==> config.mk <==
export PLATFORM = sky130hd
export DESIGN_NAME = a0_zero_demux_flat
export DESIGN_NICKNAME = d
export VERILOG_FILES = /design/src/rtl/a0_zero_demux_if.sv /design/src/rtl/a0_zero_demux.sv /design/src/flat_wrapper.sv
export SDC_FILE = /design/constraint.sdc
export NUM_CORES = 1
export LEC_CHECK = 0
export BUFFER_PORTS_ARGS = -buffer_cell sky130_fd_sc_hd__buf_2
export CAP_MARGIN = 5
export CORE_AREA = 2 2 78 80
export CTS_CLUSTER_SIZE = 40
export DETAILED_ROUTE_END_ITERATION = 10
export DIE_AREA = 0 0 80 82
export GPL_TIMING_DRIVEN = 0
export PLACE_DENSITY_LB_ADDON = 0.3
export SLEW_MARGIN = 15
export SYNTH_ARGS = -nofsm -noshare
export SYNTH_HDL_FRONTEND = slang
export SYNTH_SLANG_ARGS = --single-unit
==> constraint.sdc <==
create_clock -name clk -period 3.1 [get_ports clk]
set_input_delay 0.93 -clock clk [delete_from_list [all_inputs] [get_ports clk]]
set_output_delay 0.93 -clock clk [all_outputs]
set_load 0.005 [all_outputs]
==> src/rtl/a0_zero_demux_if.sv <==
// Handshake and status bundle for a0_zero_demux.
// The master side drives a0 writes, input words and consumer readies; the slave side is the demux.
interface a0_zero_demux_if;
  logic        a0_we;
  logic [15:0] a0_wdata;
  logic [15:0] demux_input;
  logic        in_valid;
  logic        in_ready;
  logic [15:0] demux_output0;
  logic        out0_valid;
  logic        out0_ready;
  logic [15:0] demux_output1;
  logic        out1_valid;
  logic        out1_ready;
  logic [7:0]  route_cnt0;
  logic [7:0]  route_cnt1;
  logic        a0_is_zero;

  modport master (
    output a0_we, a0_wdata, demux_input, in_valid, out0_ready, out1_ready,
    input  in_ready, demux_output0, out0_valid, demux_output1, out1_valid,
           route_cnt0, route_cnt1, a0_is_zero
  );

  modport slave (
    input  a0_we, a0_wdata, demux_input, in_valid, out0_ready, out1_ready,
    output in_ready, demux_output0, out0_valid, demux_output1, out1_valid,
           route_cnt0, route_cnt1, a0_is_zero
  );
endinterface

==> src/rtl/a0_zero_demux.sv <==
// a0_zero_demux: steers 16-bit words to output 0 when shadow a0 is zero, else to output 1.
// Define A0_FORWARD_EN to route a word by an a0 value written in the same cycle.
//
// slot state | meaning
// EMPTY      | holding register has no word for its consumer (outk_valid=0)
// FULL       | holding register presents a word to its consumer (outk_valid=1)
module a0_zero_demux (
  input  logic           clk,
  input  logic           rst,
  a0_zero_demux_if.slave bus
);
  typedef enum logic {EMPTY = 1'b0, FULL = 1'b1} slot_t;

  slot_t       slot0_q, slot0_d, slot1_q, slot1_d;
  logic [15:0] a0_q, data0_q, data1_q;
  logic [7:0]  cnt0_q, cnt1_q;
  logic        a0_zero, eff_zero, sel, in_ready;
  logic        accept, fill0, fill1, drain0, drain1;

  // The zero flag is derived straight from the shadow register, so it is as registered as a0_q.
  assign a0_zero = (a0_q == 16'h0000);

`ifdef A0_FORWARD_EN
  assign eff_zero = bus.a0_we ? (bus.a0_wdata == 16'h0000) : a0_zero;
`else
  assign eff_zero = a0_zero;
`endif

  assign sel      = !eff_zero;
  assign drain0   = (slot0_q == FULL) && bus.out0_ready;
  assign drain1   = (slot1_q == FULL) && bus.out1_ready;
  assign in_ready = sel ? ((slot1_q == EMPTY) || bus.out1_ready)
                        : ((slot0_q == EMPTY) || bus.out0_ready);
  assign accept   = bus.in_valid && in_ready;
  assign fill0    = accept && !sel;
  assign fill1    = accept && sel;

  always_comb begin
    slot0_d = slot0_q;
    slot1_d = slot1_q;
    case (slot0_q)
      EMPTY:   if (fill0) slot0_d = FULL;
      FULL:    if (drain0 && !fill0) slot0_d = EMPTY;
      default: slot0_d = EMPTY;
    endcase
    case (slot1_q)
      EMPTY:   if (fill1) slot1_d = FULL;
      FULL:    if (drain1 && !fill1) slot1_d = EMPTY;
      default: slot1_d = EMPTY;
    endcase
  end

  always_ff @(posedge clk or posedge rst) begin
    if (rst) begin
      slot0_q <= EMPTY;
      slot1_q <= EMPTY;
    end else begin
      slot0_q <= slot0_d;
      slot1_q <= slot1_d;
    end
  end

  always_ff @(posedge clk or posedge rst) begin
    if (rst) begin
      a0_q    <= 16'h0000;
      data0_q <= 16'h0000;
      data1_q <= 16'h0000;
      cnt0_q  <= 8'h00;
      cnt1_q  <= 8'h00;
    end else begin
      if (bus.a0_we) a0_q <= bus.a0_wdata;
      if (fill0) data0_q <= bus.demux_input;
      if (fill1) data1_q <= bus.demux_input;
      if (fill0 && (cnt0_q != 8'hFF)) cnt0_q <= cnt0_q + 8'h01;
      if (fill1 && (cnt1_q != 8'hFF)) cnt1_q <= cnt1_q + 8'h01;
    end
  end

  assign bus.in_ready      = in_ready;
  assign bus.demux_output0 = data0_q;
  assign bus.demux_output1 = data1_q;
  assign bus.out0_valid    = (slot0_q == FULL);
  assign bus.out1_valid    = (slot1_q == FULL);
  assign bus.route_cnt0    = cnt0_q;
  assign bus.route_cnt1    = cnt1_q;
  assign bus.a0_is_zero    = a0_zero;
endmodule

==> src/flat_wrapper.sv <==
// flat-port wrapper written by rule: the top's interface ports become plain ports
module a0_zero_demux_flat 
  (clk, rst, bus_a0_we, bus_a0_wdata, bus_demux_input, bus_in_valid, bus_out0_ready, bus_out1_ready, bus_in_ready, bus_demux_output0, bus_out0_valid, bus_demux_output1, bus_out1_valid, bus_route_cnt0, bus_route_cnt1, bus_a0_is_zero);
  a0_zero_demux_if bus_i ();
  input  logic clk;
  input  logic rst;
  input wire logic [$bits(bus_i.a0_we)-1:0] bus_a0_we;
  input wire logic [$bits(bus_i.a0_wdata)-1:0] bus_a0_wdata;
  input wire logic [$bits(bus_i.demux_input)-1:0] bus_demux_input;
  input wire logic [$bits(bus_i.in_valid)-1:0] bus_in_valid;
  input wire logic [$bits(bus_i.out0_ready)-1:0] bus_out0_ready;
  input wire logic [$bits(bus_i.out1_ready)-1:0] bus_out1_ready;
  output wire logic [$bits(bus_i.in_ready)-1:0] bus_in_ready;
  output wire logic [$bits(bus_i.demux_output0)-1:0] bus_demux_output0;
  output wire logic [$bits(bus_i.out0_valid)-1:0] bus_out0_valid;
  output wire logic [$bits(bus_i.demux_output1)-1:0] bus_demux_output1;
  output wire logic [$bits(bus_i.out1_valid)-1:0] bus_out1_valid;
  output wire logic [$bits(bus_i.route_cnt0)-1:0] bus_route_cnt0;
  output wire logic [$bits(bus_i.route_cnt1)-1:0] bus_route_cnt1;
  output wire logic [$bits(bus_i.a0_is_zero)-1:0] bus_a0_is_zero;
  assign bus_i.a0_we = bus_a0_we;
  assign bus_i.a0_wdata = bus_a0_wdata;
  assign bus_i.demux_input = bus_demux_input;
  assign bus_i.in_valid = bus_in_valid;
  assign bus_i.out0_ready = bus_out0_ready;
  assign bus_i.out1_ready = bus_out1_ready;
  assign bus_in_ready = bus_i.in_ready;
  assign bus_demux_output0 = bus_i.demux_output0;
  assign bus_out0_valid = bus_i.out0_valid;
  assign bus_demux_output1 = bus_i.demux_output1;
  assign bus_out1_valid = bus_i.out1_valid;
  assign bus_route_cnt0 = bus_i.route_cnt0;
  assign bus_route_cnt1 = bus_i.route_cnt1;
  assign bus_a0_is_zero = bus_i.a0_is_zero;
  a0_zero_demux u_core (.clk(clk), .rst(rst), .bus(bus_i));
endmodule
==> results.md <==
* Status: complete, no violations
* DRT iter0 DRCs at 93
* Core area at between 5000 and 6000 um^2
* Tot Pwr at approximately 0.0021 W
* Max Cap Viol at 0
* Period utilisation layout at 0.902
* CTS tree: yes
* Final setup viols at 0
* Net count after synthesis at between 200 and 250
* Final GP Congestion at around 0.78
* CP Launch Type: register
* FILL cells at 495
* Crit path capture type: output pin
* Max VDD drop at 0.320 mV
* Most common cell after layout, fill and taps aside: buf_2
* Worst EP arrival at about 1.9 ns
* Clock transition at the registers of the reported paths at 0.08 ns
* Final nets at 330
* Distinct cells, synth at 28
* Psw at 0.000545 W
* Mapped Cells at 190
* Final Util at 0.611
* Clock Tree Root: clkbuf_8
* Final WL at 5.32 mm
* Critical Path RT at approximately 2.2 ns
* Antenna cells at 0
* DIE AREA at approximately 6600 um^2
* Comb pwr share at 0.160
* Internal power at approximately 0.0016 W
* Reg2reg path depth at 5
* Hold crit path type: primary input to asynchronous set/reset pin
* Leak Pwr at around 1.7 nW
* I/O pin cnt at 90
* Avg Cell Area, Syn at approximately 14 um^2
* Clk_skew at around 0.012 ns
* Htree depth at 3
* Yosys reg bits at 66
* Port bufs at 88
* Routed via count at ~1900
* DIE WIDTH at ~80 um
* Starting Density at 0.478
* Total grt overflow at 0
* Initial antenna violation count at 0
* CTS Buffer Depth at 2
* WHS at 0.490 ns
* Area share of the largest cell type after synthesis at 0.601
* Slew Limit Fails at 0
* Post-cts resize count at 0
* Power per Cell Area at about 600 nW/um^2
* Synth top area cells: dfrtp_1 (60%), mux2_2 (17%), mux2_4 (5.5%)
* Seq pwr share at 0.504
* Placed cell areas at 3310 um^2
* Clock share of power at 0.337
* First-pass GRT wire length at between 8 and 9 mm
* Via/cell ratio at 5.05
* Antenna-violating nets left at 0
* Hold_buf cts at 0
* Unrepaired setup endpoints after global routing: false
* Synth warn at 0
* Critical path type: register to output pin
* Total CTS buffers at 9
* Actual slew at the worst max-slew pin at between 0.5 and 0.6 ns
* GRT Util Overall at 0.174
* Vias in the first global route at around 1800
* Most frequent cells in the layout: buf_2 (89), dfrtp_1 (66), mux2_2 (41)
* Fmax at 0.358 GHz
* Die H at 82 um
* P&R area growth vs syn at 27.7%
* Clk Latency, worst-skew pair at approximately 0.33 ns
* Mapped Area at between 2000 and 3000 um^2
* Post-CTS Setup Repair Bufs at 0
* Row count at 28
* DRT Pass-1 Iters at 4
* Detail Placement HPWL at just under 4 mm
* DR WL/cell at about 14 um
* Cell taking the most area after synthesis: dfrtp_1
* TritonCTS Sinks at 66
* Crit-path max FO at 10
* Final hold vios at 0
* Share of cells above drive strength 1 at 0.559
* Sequential fraction of the synthesis area at 0.601
* Relative slew slack at 0.638
* Largest net degree at the start of global routing at between 50 and 60
* Final instance area at 3510 um^2
* Fin crit period at ~2.8 ns
* Sw frac at 0.259
* DRC violations left at 0
## Yosys cell counts (all sizes together)
| master | number |
|---|---|
| a41oi | 3 |
| inv | 3 |
| and3 | 3 |
| nor3 | 5 |
| o21ai | 2 |
| mux2 | 52 |
| a31oi | 3 |
| dfrtp | 66 |
| nand4 | 3 |
| nor4 | 8 |
| o2111ai | 2 |
| buf | 4 |
| xor2 | 8 |
| nand3 | 2 |
| nand2 | 8 |
| nor2 | 10 |
| a2bb2oi | 1 |
| nand2b | 4 |
| ha | 2 |
| clkbuf | 1 |
## metal layers
| metal | up-vias | wire (um) | track usage | part of all wire |
|---|---|---|---|---|
| met4 | 0 | 140 | 0.102 | 0.026 |
| met2 | 58 | 2520 | 0.258 | 0.47 |
| met1 | 905 | 2350 | 0.226 | 0.44 |
| met3 | 13 | 311 | 0.0527 | 0.058 |
| met5 | - | 0 | 0 | 0 |
| li1 | 894 | - | - | - |
## area by class of cell
type,count,area (um^2),share of cell area
clock buffers,12,145,0.0414
plain buffers,5,35.0,0.00999
repair buffers,89,468,0.133
clock inverters,4,51.3,0.0146
flip-flops and latches,66,1650,0.471
inverters,3,13.8,0.00392
well taps,75,93.8,0.0267
multi-input cells,116,1050,0.299
## through the flow
stage               instances  setup TNS (ns)  worst slack, ns
floorplan                 190               0            0.515
global placement          353          -18.76           -0.288
detailed placement        354               0            0.585
CTS                       370               0            0.223
global route              370               0           0.0756
finish                    370               0            0.305
## logic make-up (layout without fill, tap and decap cells)
group | count (synthesis) | count (layout) | synth area share
AO/OA/AOI/OAI | 11 | 11 | 0.0296
XOR/XNOR | 8 | 8 | 0.0255
adder cells (fa/ha/maj) | 2 | 2 | 0.00911
buffers and inverters | 8 | 113 | 0.0168
flip-flops | 66 | 66 | 0.601
multiplexers | 52 | 52 | 0.227
AND/OR/NAND/NOR | 43 | 43 | 0.0911
## critical path: stages (launching register included)
cell     delay, ns
dfrtp_1       0.38
nor4_1        0.34
nand4_1       0.25
buf_2         0.26
nor2_1        0.12
nor2_1        0.06
buf_2         0.12
## power by group through the flow
| stage | sequential (W) | combinational (W) | clock [W] |
|---|---|---|---|
| floorplan | 0.00107 | 0.000182 | 0 |
| global placement | 0.00107 | 0.000328 | 0 |
| detailed placement | 0.00107 | 0.000343 | 0 |
| CTS | 0.00106 | 0.000343 | 0.000725 |
| global route | 0.00107 | 0.000382 | 0.000763 |
| finish | 0.00106 | 0.000336 | 0.000708 |
## state kept, by name, indices dropped and copies added (netlist names)
signal                    flops
u_core.bus.demux_output0     16
u_core.bus.route_cnt0         8
u_core.bus.demux_output1     16
u_core.bus.route_cnt1         8
u_core.bus.out1_valid         1
u_core.a0_q                  16
u_core.bus.out0_valid         1
## path summary, 6_finish.rpt
check / from / slack (ns) / to
worst max-delay path: u_core.a0_q[11] / 0.30 / bus_in_ready
worst min-delay path: rst / 0.49 / u_core.bus.demux_output1[1]
worst max register to register: u_core.a0_q[11] / 1.03 / u_core.bus.demux_output0[8]
worst min register to register: u_core.bus.demux_output1[14] / 0.50 / u_core.bus.demux_output1[14]
max in group asynchronous: rst / 2.11 / u_core.bus.route_cnt0[7]
min in group clk: u_core.bus.demux_output1[14] / 0.50 / u_core.bus.demux_output1[14]
No activity file was read; power rests on OpenSTA's default activity.
